===== src/rtl/tl_pkg.sv =====
// Shared definitions for the traffic-light command path.
//   cmd_e   : command codes understood by the light controller
//   op_e    : high-level request operations accepted by the sequencer
//   state_e : sequencer FSM states
//   dur_t   : 16-bit duration in milliseconds
package tl_pkg;

  typedef enum logic [2:0] {
    CMD_START   = 3'd0,
    CMD_OFF     = 3'd1,
    CMD_NOTRANS = 3'd2,
    CMD_SET_G   = 3'd3,
    CMD_SET_R   = 3'd4,
    CMD_SET_Y   = 3'd5
  } cmd_e;

  typedef enum logic [1:0] {
    OP_PROGRAM = 2'd0,
    OP_OFF     = 2'd1,
    OP_ON      = 2'd2,
    OP_MAINT   = 2'd3
  } op_e;

  typedef enum logic [2:0] {
    ST_IDLE    = 3'd0,
    ST_NOTRANS = 3'd1,
    ST_SET_G   = 3'd2,
    ST_SET_R   = 3'd3,
    ST_SET_Y   = 3'd4,
    ST_START   = 3'd5,
    ST_OFF     = 3'd6,
    ST_HOLD    = 3'd7
  } state_e;

  typedef logic [15:0] dur_t;

  // Durations below the floor would underflow the controller's timers.
  function automatic dur_t clamp_dur(input dur_t d, input dur_t min_d);
    return (d < min_d) ? min_d : d;
  endfunction

endpackage


===== src/rtl/tl_rr_arbiter.sv =====
// Two-way request arbiter.
//   clk_i, rst_n_i : clock, asynchronous active-low reset
//   req_i          : request bits
//   accept_i       : a grant was taken this cycle (moves priority)
//   grant_o        : one-hot grant (zero when no request)
// Build option: TL_SEQ_RR_EN selects round-robin; otherwise fixed
// priority with requester 0 winning ties and no priority state.
module tl_rr_arbiter (
  input  logic       clk_i,
  input  logic       rst_n_i,
  input  logic [1:0] req_i,
  input  logic       accept_i,
  output logic [1:0] grant_o
);

`ifdef TL_SEQ_RR_EN
  // prio_q = 1 means requester 1 wins a tie.
  logic prio_q;

  always_comb begin
    grant_o = req_i;
    if (req_i == 2'b11) grant_o = prio_q ? 2'b10 : 2'b01;
  end

  // After a grant the other requester becomes favoured.
  always_ff @(posedge clk_i or negedge rst_n_i) begin
    if (!rst_n_i)      prio_q <= 1'b0;
    else if (accept_i) prio_q <= grant_o[0];
  end
`else
  logic unused_ok;
  assign unused_ok = &{1'b0, clk_i, rst_n_i, accept_i};

  always_comb begin
    grant_o = req_i;
    if (req_i == 2'b11) grant_o = 2'b01;
  end
`endif

endmodule


===== src/rtl/tl_cfg_sequencer.sv =====
// Command sequencer and two-port arbiter for the light controller.
// Expands granted requests into per-cycle controller commands; timing
// updates are always bracketed by enter-maintenance and restart.
//   req_valid_i/req_ready_o : per-requester handshake. A transfer occurs
//     when valid & ready in a cycle; ready is combinational, only in IDLE
//     and only for the arbitration winner; requester holds op/data stable.
//   req_op_i, req_green_i, req_red_i, req_yellow_i : request payload
//   cmd_valid_o, cmd_type_o, cmd_data_o : command stream (registered)
//   busy_o      : high from accept through end of holdoff
//   owner_o     : last granted requester
//   clamp_cnt_o : saturating count of clamped durations
//   dbg_state_o : current FSM state
// Build option: TL_SEQ_RR_EN (round-robin arbitration, see tl_rr_arbiter).
module tl_cfg_sequencer
  import tl_pkg::*;
#(
  parameter int MIN_TIME_MS    = 1,
  parameter int HOLDOFF_CYCLES = 4
) (
  input  logic             clk_i,
  input  logic             rst_n_i,
  input  logic [1:0]       req_valid_i,
  output logic [1:0]       req_ready_o,
  input  logic [1:0][1:0]  req_op_i,
  input  logic [1:0][15:0] req_green_i,
  input  logic [1:0][15:0] req_red_i,
  input  logic [1:0][15:0] req_yellow_i,
  output logic             cmd_valid_o,
  output logic [2:0]       cmd_type_o,
  output logic [15:0]      cmd_data_o,
  output logic             busy_o,
  output logic             owner_o,
  output logic [7:0]       clamp_cnt_o,
  output logic [2:0]       dbg_state_o
);

  localparam dur_t       MIN_D     = dur_t'(MIN_TIME_MS);
  localparam logic [15:0] HOLD_INIT = (HOLDOFF_CYCLES > 0) ? 16'(HOLDOFF_CYCLES - 1) : 16'd0;

  state_e      state_q;
  op_e         op_q;
  dur_t        green_q, red_q, yellow_q;
  logic [15:0] hold_q;

  logic [1:0]  grant;
  logic        accept;
  logic        sel;
  op_e         op_in;
  dur_t        g_in, r_in, y_in;
  logic [1:0]  n_clamp;
  logic [8:0]  clamp_sum;

  tl_rr_arbiter u_arb (
    .clk_i    (clk_i),
    .rst_n_i  (rst_n_i),
    .req_i    (req_valid_i),
    .accept_i (accept),
    .grant_o  (grant)
  );

  assign req_ready_o = (state_q == ST_IDLE) ? grant : 2'b00;
  assign accept      = |(req_valid_i & req_ready_o);
  assign sel         = req_ready_o[1];
  assign op_in       = op_e'(req_op_i[sel]);
  assign g_in        = req_green_i[sel];
  assign r_in        = req_red_i[sel];
  assign y_in        = req_yellow_i[sel];
  assign n_clamp     = 2'(g_in < MIN_D) + 2'(r_in < MIN_D) + 2'(y_in < MIN_D);
  assign clamp_sum   = {1'b0, clamp_cnt_o} + {7'd0, n_clamp};
  assign dbg_state_o = state_q;

  always_ff @(posedge clk_i or negedge rst_n_i) begin
    if (!rst_n_i) begin
      state_q     <= ST_IDLE;
      op_q        <= OP_PROGRAM;
      green_q     <= '0;
      red_q       <= '0;
      yellow_q    <= '0;
      hold_q      <= '0;
      cmd_valid_o <= 1'b0;
      cmd_type_o  <= 3'd0;
      cmd_data_o  <= '0;
      busy_o      <= 1'b0;
      owner_o     <= 1'b0;
      clamp_cnt_o <= '0;
    end else begin
      case (state_q)
        ST_IDLE: begin
          if (accept) begin
            op_q        <= op_in;
            green_q     <= clamp_dur(g_in, MIN_D);
            red_q       <= clamp_dur(r_in, MIN_D);
            yellow_q    <= clamp_dur(y_in, MIN_D);
            owner_o     <= sel;
            busy_o      <= 1'b1;
            cmd_valid_o <= 1'b1;
            cmd_data_o  <= '0;
            clamp_cnt_o <= (clamp_sum > 9'd255) ? 8'hFF : clamp_sum[7:0];
            case (op_in)
              OP_PROGRAM, OP_MAINT: begin
                state_q    <= ST_NOTRANS;
                cmd_type_o <= CMD_NOTRANS;
              end
              OP_OFF: begin
                state_q    <= ST_OFF;
                cmd_type_o <= CMD_OFF;
              end
              default: begin
                state_q    <= ST_START;
                cmd_type_o <= CMD_START;
              end
            endcase
          end
        end
        ST_NOTRANS: begin
          if (op_q == OP_PROGRAM) begin
            state_q    <= ST_SET_G;
            cmd_type_o <= CMD_SET_G;
            cmd_data_o <= green_q;
          end else begin
            // MAINT ends after the single no-transition command.
            cmd_valid_o <= 1'b0;
            cmd_type_o  <= 3'd0;
            cmd_data_o  <= '0;
            if (HOLDOFF_CYCLES == 0) begin
              state_q <= ST_IDLE;
              busy_o  <= 1'b0;
            end else begin
              state_q <= ST_HOLD;
              hold_q  <= HOLD_INIT;
            end
          end
        end
        ST_SET_G: begin
          state_q    <= ST_SET_R;
          cmd_type_o <= CMD_SET_R;
          cmd_data_o <= red_q;
        end
        ST_SET_R: begin
          state_q    <= ST_SET_Y;
          cmd_type_o <= CMD_SET_Y;
          cmd_data_o <= yellow_q;
        end
        ST_SET_Y: begin
          state_q    <= ST_START;
          cmd_type_o <= CMD_START;
          cmd_data_o <= '0;
        end
        ST_START, ST_OFF: begin
          cmd_valid_o <= 1'b0;
          cmd_type_o  <= 3'd0;
          cmd_data_o  <= '0;
          if (HOLDOFF_CYCLES == 0) begin
            state_q <= ST_IDLE;
            busy_o  <= 1'b0;
          end else begin
            state_q <= ST_HOLD;
            hold_q  <= HOLD_INIT;
          end
        end
        ST_HOLD: begin
          // hold_q counts down to zero, giving HOLDOFF_CYCLES cycles here.
          if (hold_q == 16'd0) begin
            state_q <= ST_IDLE;
            busy_o  <= 1'b0;
          end else begin
            hold_q <= hold_q - 16'd1;
          end
        end
        default: begin
          state_q     <= ST_IDLE;
          cmd_valid_o <= 1'b0;
          busy_o      <= 1'b0;
        end
      endcase
    end
  end

endmodule


===== config.mk =====
export PLATFORM = sky130hd
export DESIGN_NAME = tl_cfg_sequencer
export DESIGN_NICKNAME = d
export VERILOG_FILES = /design/src/rtl/tl_pkg.sv /design/src/rtl/tl_rr_arbiter.sv /design/src/rtl/tl_cfg_sequencer.sv
export SDC_FILE = /design/constraint.sdc
export NUM_CORES = 1
export LEC_CHECK = 0
export CORE_MARGIN = 2
export CORE_UTILIZATION = 25
export DETAILED_ROUTE_END_ITERATION = 7
export PLACE_DENSITY = 0.5
export SYNTH_ARGS = -nofsm -noshare
export SYNTH_HDL_FRONTEND = slang
export SYNTH_SLANG_ARGS = --single-unit

===== constraint.sdc =====
create_clock -name clk_i -period 3.94 [get_ports clk_i]
set_clock_uncertainty 0.1 [all_clocks]
set_input_delay 0.788 -clock clk_i [delete_from_list [all_inputs] [get_ports clk_i]]
set_output_delay 0.788 -clock clk_i [all_outputs]
set_load 0.005 [all_outputs]

# Word-level counts from Yosys, hierarchy flattened
# Cells that the tools add are included.
# classes
addsub,4
magnitude_cmp,5
n_eq_ne,14
mux,34
bitwise,1
n_reduce_logical,18
# ops
operator,count
2-to-1 mux 16 bit,13
case mux 16 bit (5 select lines),1
less-than comparator 16 x 1 -> 1 bit (second input constant),3
case mux 16 bit (3 select lines),1
case mux 3 bit (7 select lines),1
logical NOT 16 bit,1
subtractor 16 x 1 -> 16 bit (second input constant),1
case mux 3 bit (5 select lines),1
== test 3 bit (second input constant),4
2-to-1 mux 3 bit,4
2-to-1 mux 2 bit,5
adder 8 x 2 -> 9 bit,1
> comparator 9 x 8 -> 1 bit (second input constant),1
AND reduction 3 bit,3
2-to-1 mux 8 bit,1
!= test 2 bit (second input constant),4
== test 3 x 2 -> 1 bit (second input constant),2
case mux 3 bit (2 select lines),1
AND reduction 2 bit,3
nonzero test 3 bit,2
OR reduction 2 bit,3
nonzero test 5 bit,1
== test 2 bit (second input constant),2
logical NOT 2 bit,2
other kinds (13),15
# word_totals
reg_bits,99
in_bits,104
out_inout_bits,35
elab_cells,88

# Depth between registers and ports, before layout
# Gate-level depths: netlist of run 1.
# depth
ltp_word,11
depth_mapped,14
ltp_nobuf,11

# Cells and area by module
# Synthesis of run 1 repeated with hierarchy kept, for this count alone.
# hier_totals
hier_cells,526
area_unflattened_um2,5240.0
# by_module_without_submodules
module,instances,cells_per_inst,area_each_um2,seq_area_each_um2
tl_cfg_sequencer,1,524,5230.0,2477.4
tl_rr_arbiter,1,2,10.0,0.0

# Worst setup path before layout of run 1
# Ideal clock, no wire load.
# synth_path
path_type,input to register
start,in req_valid_i[0]
end,reg clamp_cnt_o[5]
setup_time_ps,66
arrival_time_ps,3607
required_time_ps,3774
slack_ps,167
path_stages,13
path_buffers,2
cell_sequence,inv_1 > and3_1 > clkbuf_1 > buf_2 > mux2i_1 > fa_1 > ha_1 > inv_1 > fa_1 > nor3b_1 > nand4_1 > or2_2 > nand2_1
# synth_between
elab_chain_cells,11
elab_cells_between_ends,20
cone_classes,add/sub (3); order compare (4); eq/ne (1); mux (9); bitwise (1); reduce/logical (2)
# synth_lines
item,line_no,text
from (decl),tl_cfg_sequencer.sv:22,"input logic [1:0] req_valid_i,"
== test 2 bit,tl_rr_arbiter.sv:36,if (req_i == 2'b11) grant_o = 2'b01;
2-to-1 mux 2 bit,tl_rr_arbiter.sv:36,
2-to-1 mux 2 bit,tl_cfg_sequencer.sv:61,assign req_ready_o = (state_q == ST_IDLE) ? grant : 2'b00;
"2-to-1 mux 16 bit, on equally long branches (2 in a row)","tl_cfg_sequencer.sv:65, tl_cfg_sequencer.sv:66",
less-than comparator 16 x 1 -> 1 bit,tl_cfg_sequencer.sv:68,assign n_clamp = 2'(g_in < MIN_D) + 2'(r_in < MIN_D) + 2'(y_in < MIN_D);
adder 1 x 1 -> 2 bit,tl_cfg_sequencer.sv:68,
adder 2 x 1 -> 2 bit,tl_cfg_sequencer.sv:68,
adder 8 x 2 -> 9 bit,tl_cfg_sequencer.sv:69,"assign clamp_sum = {1'b0, clamp_cnt_o} + {7'd0, n_clamp};"
> comparator 9 x 8 -> 1 bit,tl_cfg_sequencer.sv:98,clamp_cnt_o <= (clamp_sum > 9'd255) ? 8'hFF : clamp_sum[7:0];
2-to-1 mux 8 bit,tl_cfg_sequencer.sv:98,
to (signal assigned),tl_cfg_sequencer.sv:98,
to (decl),tl_cfg_sequencer.sv:33,"output logic [7:0] clamp_cnt_o,"
# Parallel ways exist; a longest one is shown, timed or not. The select of a mux whose other input is x is not followed.
# A chain may end at the register's enable or synchronous reset.

# Final worst setup path of run 1
# Ends and elaborated chain as after synthesis.

==> results of run 1 <==
[cell families (layout without fill, tap and decap cells)]
group | Yosys count | count (layout) | synth area share, %
muxes | 69 | 69 | 13.49
and+or+nand+nor | 186 | 186 | 17.36
xor gates and xnor gates | 14 | 14 | 2.369
DFF | 99 | 99 | 47.86
buffers and inverters | 43 | 185 | 3.312
AOI/OAI and AO/OA | 107 | 107 | 13.63
adders and majority gates | 7 | 7 | 1.982
[per-stage QoR]
step,area (µm²),setup slack [ns],hold slack [ns]
4_1_cts,7234,0.1545,0.3857
3_5_place_dp,6934,-0.1882,0.3699
6_report,7238,0.2890,0.3807
5_1_grt,7238,0.03057,0.4011
3_3_place_gp,6934,-0.1410,0.3629
2_1_floorplan,5176,0.1666,0.3492
[power by group through the flow]
stage / clock [mW] / combinational, mW / sequential (mW)
floorplan: 0 / 0.961 / 1.65
global placement: 0 / 1.65 / 1.69
detailed placement: 0 / 1.68 / 1.71
CTS: 0.920 / 1.68 / 1.69
global route: 0.963 / 1.83 / 1.74
finish: 0.897 / 1.65 / 1.69
[cells in the mapped netlist, drive strengths merged (4+ instances only)]
cell type	instances	area share, %
dfrtp	99	48
mux2i	66	13
nand2	65	4.7
o21ai	53	5.1
nor2	46	3.4
nor4	29	3.6
clkbuf	21	1.5
a221o	16	3.1
inv	12	0.87
buf	10	0.92
nor3	10	0.97
xor2	10	1.7
a21oi	9	0.87
nand4	8	0.97
a31oi	7	0.85
ha	5	1.2
nand2b	4	0.48
nand3	4	0.39
nor2b	4	0.48
o22a	4	0.68
o22ai	4	0.48
or3	4	0.48
or4	4	0.65
xnor2	4	0.68
[worst max-delay path by stage]
stage / start / endpoint / slack, ns / depth (start not counted)
after floorplan: req_valid_i[0] / clamp_cnt_o[5] / 0.17 / 13
after global placement: req_green_i[28] / clamp_cnt_o[3] / -0.14 / 12
after detailed placement: req_green_i[12] / clamp_cnt_o[5] / -0.19 / 12
after CTS: req_green_i[12] / clamp_cnt_o[5] / 0.15 / 12
after global routing: req_green_i[12] / clamp_cnt_o[5] / 0.03 / 12
final: req_valid_i[0] / clamp_cnt_o[5] / 0.29 / 12
[sequential cells by signal (all words and copies together), names as in the netlist]
| signal | flops |
|---|---|
| op_q | 2 |
| cmd_valid_o | 1 |
| owner_o | 1 |
| clamp_cnt_o | 8 |
| green_q | 16 |
| yellow_q | 16 |
| hold_q | 16 |
| cmd_data_o | 16 |
| cmd_type_o | 3 |
| dbg_state_o | 3 |
| busy_o | 1 |
| red_q | 16 |
[what timing repair did]
action                     in CTS  in global routing
gates resized for setup         0                  1
setup endpoints to repair       0                  7
setup buffers                   0                  0
[metal layers]
layer	vias to the layer above	wire length [µm]
met5	-	0
met4	0	293
met3	19	747
met2	110	7713
met1	2120	6987
li1	2191	-
[layout make-up]
| cell class | instances | area [µm²] | area share, % |
|---|---|---|---|
| clock buffer | 9 | 225.2 | 3.111 |
| multi-input combinational | 383 | 2544 | 35.14 |
| clock inverter | 7 | 75.07 | 1.037 |
| timing repair buffer | 157 | 1534 | 21.19 |
| tap | 270 | 337.8 | 4.667 |
| inverter | 12 | 45.04 | 0.6223 |
| sequential | 99 | 2477 | 34.23 |
[critical path: stages]
cell and delay [ns]:
sky130_fd_sc_hd__clkdlybuf4s50_1 0.49, sky130_fd_sc_hd__inv_1 0.05, sky130_fd_sc_hd__and3_2 0.26, sky130_fd_sc_hd__mux2i_2 0.24, sky130_fd_sc_hd__fa_1 0.53, sky130_fd_sc_hd__ha_1 0.17, sky130_fd_sc_hd__inv_1 0.05, sky130_fd_sc_hd__fa_1 0.39
sky130_fd_sc_hd__nor3b_1 0.27, sky130_fd_sc_hd__nand4_1 0.16, sky130_fd_sc_hd__or2_2 0.34, sky130_fd_sc_hd__nand2_1 0.07
==> reports/results.txt, run 1 <==
Combinational power share: 39.0%
Net switching component of the power: 1.522 mW
Headroom to the max-slew limit: 36.43%
Routed wire length: 15740 µm
Layout area overhead: 39.84%
Leakage power figure: 2.969 nW
Ratio of final minimum period to clock period: 92.66%
Layout cells sized above 1: 7.496%
TritonCTS clock tree: done
Number of buffers created by CTS: 9
Core Rows: 52
Worst-case register-to-register setup slack: 0.59 ns
Total setup violations reported at the end of the flow: 0
Overall power after layout: 4.236 mW
Number of enable-type register cells in the synthesized netlist: 0
# diodes: 0
Internal Pwr Total: 2.713 mW
Dpl hpwl: 12210 µm
RSZ-0062 raised after global routing: false
Post-synthesis cell area: 5176 µm²
Area inside the core boundary: 20300 µm²
Most congested layer reported by global routing: met2
H-tree level count: 3
Hold Startpoint: red_q[10]
Clk network pwr share: 21.2%
Commonest cells after routing, fill and taps aside: 137 x sky130_fd_sc_hd__clkdlybuf4s50_1, 99 x sky130_fd_sc_hd__dfrtp_1, 65 x sky130_fd_sc_hd__mux2i_1, 65 x sky130_fd_sc_hd__nand2_1, 48 x sky130_fd_sc_hd__o21ai_0
Number of antenna violations at the first check in global routing: 0
Post-synth ARST share: 100.0%
PortBufs: 138
Effective utilization at floorplan: 25.50%
Classification of the worst setup path: in -> reg
# Max-Cap Violations: 0
Met2 capacity usage during global routing: 24.19%
Power per unit of standard cell area: 585.2 nW/µm²
Tightest Hold Check Type: reg -> reg
Met3 usage in global routing: 2.377%
Critical path data required time: 4.12 ns
Transition time at the pin with the least slew margin: 0.9536 ns
Number of vias after detailed routing: 4440
Fill count: 2069
Post-Layout Cell Count: 937
Total DRC errors in the routed layout: 0
Die height: 147.9 µm
Synth Net Count: 636
Tot GR Track Use: 14.40%
Die area: 21870 µm²
Final antenna-violating net count: 0
Final net count: 773
Dominant register cell in the synthesized netlist: sky130_fd_sc_hd__dfrtp_1
Run status: finished, final reports clean
Cell total after placement: 921
Sequential power share: 39.8%
Count of routing violations after the opening detailed-route iteration: 262
Yosys reg bits: 99
First-pass iteration count of the detailed router: 4
Start of the worst register-to-register path: dbg_state_o[1]
Wire length of the first global-routing pass: 24430 µm
Clk slew on worst S/H paths: 0.07 ns
Worst Hold Path Cells: 2
Timing-limited maximum frequency: 273.9 MHz
Core occupancy in the finished layout: 35.66%
R2R cell count: 11
Total Negative Setup Slacks: 0 ns
Sink of the worst hold path: red_q[10]
Gate count after technology mapping: 525
Reg2reg end: clamp_cnt_o[5]
Worst VDD drop: 0.2041 mV
Sequential element share of the synthesized area: 47.86%
Deepest clock path buffer count: 2
Number of distinct library cell variants in the gate-level netlist after synthesis: 48
Number of buffers inserted by hold repair at cts: 0
Die span in x: 147.9 µm
Clock root cell: sky130_fd_sc_hd__clkbuf_16
Commonest non-fill, non-tap cell in the layout: sky130_fd_sc_hd__clkdlybuf4s50_1
Clk_lat worst skew: 0.35 ns
Proportion of total power due to net switching: 35.94%
Count of yosys warnings during synthesis: 0
CTS sink count: 99
Sum of overflow across all layers after global routing: 0
Average cell area after synthesis: 9.859 µm²
Largest net degree at the start of global routing: 98
Critical path endpoint category: flip-flop
Fraction of met1 tracks used by global routing: 18.85%
Fin. max-slew vios: 0
Final RePlAce weighted congestion: 0.8573
Via count of the first global-routing pass: 4543
Avg WL per Cell: 16.80 µm
Hold Violations, Final: 0
Maximum fanout along the worst path: 5
Vias per std cell: 4.739
Startpoint kind of the worst setup timing path: input port
Number of primary I/O pins: 139
Data arrival time of the critical path: 3.83 ns
Post-layout min period: 3.651 ns
Power figures use the tool's default switching activity.
==> run 2: changes to the inputs <==
--- a/config.mk
+++ b/config.mk
@@ -8,7 +8,7 @@
 export CORE_MARGIN = 2
 export CORE_UTILIZATION = 25
 export DETAILED_ROUTE_END_ITERATION = 7
-export PLACE_DENSITY = 0.5
+export REMOVE_ABC_BUFFERS = 1
 export SYNTH_ARGS = -nofsm -noshare
 export SYNTH_HDL_FRONTEND = slang
 export SYNTH_SLANG_ARGS = --single-unit
==> run 2 against run 1 <==
Effect of this change:
- final cell count up 2.2%
- non-clock buffer count up 21
- die area unchanged
- largest cell class unchanged
- combinational power about the same
- count of clock-buffer cells in the layout unchanged
- design area up 2.6%
- clock power down 0.6%
- via count up 1.3%
- global-route usage up 0.39 points
- critical path depth up 1
- critical endpoint is now clamp_cnt_o[3]
==> reports/results.txt, run 2 (synthesis results as in run 1) <==
# Max-Cap Violations: 0
Critical path data required time: 4.14 ns
Count of routing violations after the opening detailed-route iteration: 227
Effective utilization at floorplan: 25.50%
Post-layout min period: 3.678 ns
Total setup violations reported at the end of the flow: 0
Vias per std cell: 4.694
Wire length of the first global-routing pass: 25050 µm
Number of primary I/O pins: 139
Longest individual stage delay on the worst path: 0.44 ns
Deepest clock path buffer count: 2
Headroom to the max-slew limit: 39.51%
Layout cells sized above 1: 11.05%
Commonest non-fill, non-tap cell in the layout: sky130_fd_sc_hd__clkdlybuf4s50_1
Total DRC errors in the routed layout: 0
Slowest cell on the critical path: sky130_fd_sc_hd__clkdlybuf4s50_1
Leakage power figure: 3.079 nW
Sum of overflow across all layers after global routing: 0
Clk slew on worst S/H paths: 0.08 ns
Fill count: 2056
TritonCTS clock tree: done
Transition time at the pin with the least slew margin: 0.9073 ns
Die span in x: 147.9 µm
Cell area after layout: 7430 µm²
Tightest Hold Check Type: in -> async
Number of buffers created by CTS: 9
Largest net degree at the start of global routing: 62
Run status: finished, final reports clean
Startpoint kind of the worst setup timing path: input port
Maximum fanout along the worst path: 4
Final net count: 794
Critical path endpoint category: flip-flop
Core Rows: 52
Total Negative Setup Slacks: 0 ns
Cell total after placement: 942
Die height: 147.9 µm
Cell family with most CP delay: simple AND/OR/NAND/NOR gates
Clock root cell: sky130_fd_sc_hd__clkbuf_16
Post-placement cell area: 7092 µm²
CTS sink count: 99
Via count of the first global-routing pass: 4605
H-tree level count: 3
RSZ-0062 raised after global routing: false
Timing-limited maximum frequency: 271.9 MHz
Die area: 21870 µm²
Post-Layout Cell Count: 958
Hold Violations, Final: 0
Avg WL per Cell: 16.47 µm
Tot GR Track Use: 14.79%
PortBufs: 138
Power per unit of standard cell area: 567.0 nW/µm²
Clk_lat worst skew: 0.36 ns
Number of buffers inserted by hold repair at cts: 0
Final antenna-violating net count: 0
Number of setup buffers added after CTS: 0
Layout area overhead: 43.53%
Number of antenna violations at the first check in global routing: 0
Number of vias after detailed routing: 4497
Worst VDD drop: 0.2362 mV
Overall power after layout: 4.212 mW
First-pass iteration count of the detailed router: 4
Combined flip-flop and latch cell area: 2477 µm²
Chain of cells forming the critical path: clkdlybuf4s50_1 -> nor4_2 -> buf_4 -> nand4_1 -> mux2i_2 -> fa_1 -> ha_1 -> inv_1 -> fa_1 -> nor3b_2 -> nand4_1 -> or2_2 -> nand2_1
Area inside the core boundary: 20300 µm²
Commonest cells after routing, fill and taps aside: 137 x sky130_fd_sc_hd__clkdlybuf4s50_1, 99 x sky130_fd_sc_hd__dfrtp_1, 65 x sky130_fd_sc_hd__mux2i_1, 65 x sky130_fd_sc_hd__nand2_1, 48 x sky130_fd_sc_hd__o21ai_0
# diodes: 0
Dpl hpwl: 11950 µm
Multi-input gate area in the final layout: 2582 µm²
Data arrival time of the critical path: 3.88 ns
Count of buffering cells on the critical path with inverters included: 3
Fin. max-slew vios: 0
Final RePlAce weighted congestion: 0.7677
Classification of the worst setup path: in -> reg
Routed wire length: 15780 µm
Ratio of final minimum period to clock period: 93.34%
-- run 2: cell count changes in the layout (fill, tap and decap cells not counted) --
cell                        before  now
sky130_fd_sc_hd__inv_8           0    2
sky130_fd_sc_hd__nor4_4          0    1
sky130_fd_sc_hd__nor3b_1         1    0
sky130_fd_sc_hd__buf_4          19   40
sky130_fd_sc_hd__clkinv_8        0    1
sky130_fd_sc_hd__clkinv_4        2    1
sky130_fd_sc_hd__clkinv_2        2    1
sky130_fd_sc_hd__bufinv_16       1    0
sky130_fd_sc_hd__nor4_1         28   24
sky130_fd_sc_hd__nor3b_2         0    1
sky130_fd_sc_hd__nor4_2          1    4
-- run 2: final timing paths --
check	start	depth (start not counted)	end	slack, ns
max in group asynchronous	rst_n_i	2	green_q[10]	2.65
min reg2reg	red_q[6]	2	red_q[6]	0.38
max	req_green_i[28]	13	clamp_cnt_o[3]	0.26
max reg2reg	dbg_state_o[2]	11	clamp_cnt_o[3]	0.55
min in group clk_i	red_q[6]	2	red_q[6]	0.38
min	rst_n_i	1	red_q[7]	0.35
-- run 2: cell type report --
| type | count | share of cell area (%) |
|---|---|---|
| timing repair buffer | 178 | 22.77 |
| sequential | 99 | 33.34 |
| inverter | 12 | 0.6063 |
| clock inverter | 7 | 0.9431 |
| clock buffer | 9 | 3.031 |
| tap | 270 | 4.547 |
| multi-input combinational | 383 | 34.76 |
-- run 2: through the flow --
stage | worst slack, ns | hold slack [ns] | util, %
after global routing | 0.08559 | 0.3917 | 36.60
after detailed placement | -0.4689 | 0.3703 | 34.94
final | 0.2624 | 0.3495 | 36.60
after floorplan | -2.071 | 0.3492 | -
after global placement | -0.3191 | 0.3597 | 34.94
after CTS | 0.09049 | 0.3585 | 36.45
-- run 2: metal layers --
layer	vias up	routed length, µm	global-route usage, %
met5	-	0	0
li1	2228	-	-
met1	2147	7117	19.02
met2	115	7455	24.67
met3	7	1082	4.630
met4	0	123	2.952
-- run 2: worst reg2reg max path, delay by kind of cell (launching register included) --
kind          cells  cell delay, ns
simple gates      6            1.38
fa+ha+maj         2            0.66
flops             1            0.52
mux               1            0.45
buf+inv           2            0.22
-- run 2: what timing repair did --
item | CTS | global route
setup endpoints to repair | 6 | 8
endpoints found under the hold margin | 0 | 0
resized for setup | 2 | 5
-- run 2: power breakdown --
group / internal (mW) / switching [mW] / leakage [nW]
Sequential: 1.42 / 0.273 / 1.26
Combinational: 0.791 / 0.832 / 1.67
Clock: 0.448 / 0.444 / 0.147
Total: 2.66 / 1.55 / 3.08
==> run 3: changes to the inputs <==
--- a/config.mk
+++ b/config.mk
@@ -7,6 +7,7 @@
 export LEC_CHECK = 0
 export CORE_MARGIN = 2
 export CORE_UTILIZATION = 25
+export CTS_CLUSTER_SIZE = 10
 export DETAILED_ROUTE_END_ITERATION = 7
 export REMOVE_ABC_BUFFERS = 1
 export SYNTH_ARGS = -nofsm -noshare
==> results of run 3 <==
No change in the layout: final DEF, timing and power equal those of run 2.
==> RTL change, RTL diff (settings of run 3) <==
The option `TL_SEQ_RR_EN` is turned on by a define.
--- a/src/rtl/tl_rr_arbiter.sv
+++ b/src/rtl/tl_rr_arbiter.sv
@@ -5,6 +5,8 @@
 //   grant_o        : one-hot grant (zero when no request)
 // Build option: TL_SEQ_RR_EN selects round-robin; otherwise fixed
 // priority with requester 0 winning ties and no priority state.
+`define TL_SEQ_RR_EN
+
 module tl_rr_arbiter (
   input  logic       clk_i,
   input  logic       rst_n_i,
Check against the original RTL: not equivalent (a bounded check fails within 10 cycles, from zero or initial values and one cycle with rst_n_i low).
==> RTL change against run 3 <==
  * Core utilization shrank 0.79 points
  * Highest routed layer unchanged
  * Global-route usage shrank 0.061 points
  * Clock power shrank 9.1%
  * Worst setup slack gained 0.18 ns
  * Final area shrank 1.8%
  * Power shrank 3.7%
  * Register-to-register slack lost 0.11 ns
  * Sequential cell count grew 1
  * Area after synthesis grew 0.70%
  * Wire length shrank 0.32%
  * Synthesized cell count grew 1.1%
==> RTL change: results (changes against run 3) <==
| Metric | Value |
|---|---|
| Post-DP Area | `7027 sq um (was 7092 sq um)` |
| Peak supply drop | `0.0002311 V (was 0.0002362 V)` |
| Leak | `3.500 nW (was 3.079 nW)` |
| GRT Overall Usage | `14.73% (was 14.79%)` |
| Sequential area share after synthesis | `48.01% (was 47.86%)` |
| M1 GR Usage | `20.23% (was 19.02%)` |
| Drt via density | `4.680 (was 4.694)` |
| P_sw | `1.522 mW (was 1.550 mW)` |
| GPL Wtd Cong | `0.8085 (was 0.7677)` |
| Hold Path Origin | `green_q[5]` |
| Worst-path fanout max | `11 (was 4)` |
| Cell variety after synth | `49 (was 48)` |
| Worst reg2reg path startpoint | `dbg_state_o[1] (was dbg_state_o[2])` |
| HPWL Detailed | `12.12 mm (was 11.95 mm)` |
| Met3 layer usage reported by global route | `2.301% (was 4.630%)` |
| Most used DFF post-synth | `dfrtp_1 (unchanged)` |
| Post-synthesis cell area | `5212 sq um (was 5176 sq um)` |
| Status | `complete, no violations (unchanged)` |
| Net Sw Frac | `37.52% (was 36.79%)` |
| Share of power burned in registers | `42.4% (was 40.3%)` |
| Router iterations before antenna repair | `6 (was 4)` |
| Met2 GRT Util | `23.29% (was 24.67%)` |
| CP Class | `register to register (was input port to register)` |
| Hold Crit Class | `register to register (was input port to async pin)` |
| Nets | `785 (was 794)` |
| End of the worst register-to-register path | `clamp_cnt_o[1] (was clamp_cnt_o[3])` |
| Dpl cells | `933 (was 942)` |
| Setup WS pre-CTS | `0.04990 ns (was -0.4689 ns)` |
| Post-Synthesis Cells | `531 (was 525)` |
| CTS-repair resized insts | `0 (was 2)` |
| Pin count of the biggest net entering global routing | `101 (was 62)` |
| DRT iter0 DRCs | `279 (was 227)` |
| Vias | `4437 (was 4497)` |
| First-pass GRT wire length | `25.04 mm (was 25.05 mm)` |
| WL per Instance | `16.59 um (was 16.47 um)` |
| Setup WS post-layout | `0.4408 ns (was 0.2624 ns)` |
| Slew margin rel. | `37.21% (was 39.51%)` |
| Clock share of power | `20.0% (was 21.2%)` |
| Post-synth top cells | `100 x dfrtp_1, 78 x nand2_1, 68 x mux2i_1, 53 x o21ai_0, 37 x nor2_1 (was 99 x dfrtp_1, 66 x mux2i_1, 65 x nand2_1, 48 x o21ai_0, 45 x nor2_1)` |
==> RTL change: changes by cell type in the layout (fill, tap and decap cells not counted), sizes merged, moves of 3 or more <==
cell | before | now
a31oi | 7 | 3
o21ai | 53 | 56
buf | 41 | 26
nand2 | 65 | 78
or3 | 4 | 11
nor2b | 4 | 0
nor2 | 46 | 38
nand3 | 4 | 9
a21oi | 9 | 13
nor3 | 10 | 7
a41oi | 3 | 0
o22ai | 4 | 0
inv | 16 | 13
==> RTL change: critical path, cell delays in order, from the launching register on <==
cell and delay, ns:
dfrtp_1 0.53, nor3_1 0.51, nand3_4 0.22, mux2i_1 0.17
buf_4 0.15, fa_1 0.50, ha_1 0.16, inv_1 0.05
fa_1 0.38, nor2_1 0.22, nand3_1 0.23, o211ai_1 0.19
==> RTL change: worst min path at each step <==
stage,to,slack (ns),cells past startpoint
after floorplan,red_q[10],0.35,2
after global placement,yellow_q[12],0.36,2
after detailed placement,yellow_q[3],0.37,2
after CTS,yellow_q[12],0.39,2
after global routing,green_q[15],0.41,2
final,green_q[5],0.38,2
==> RTL change: kinds of logic after synthesis <==
logic type,after synthesis,share of synthesized area [%]
mux,69,13.27
simple gates,191,17.50
xor+xnor,11,1.848
flops,100,48.01
compound gates,109,13.92
buf+inv,44,3.480
fa+ha+maj,7,1.968
==> RTL change: area by class of cell <==
class	instances	area [sq um]
flip-flops and latches	100	2502
well taps	270	337.8
multi-input cells	387	2565
clock buffers	11	232.7
clock inverters	4	27.53
inverters	13	48.80
repair buffers	163	1579
fillers	2064	13070
==> RTL change: layer usage <==
layer  up-vias  part of all wire, %
met5         -                    0
met4         0                  2.0
met3        18                  4.0
met2       110                   47
met1      2092                   47
li1       2217                    -
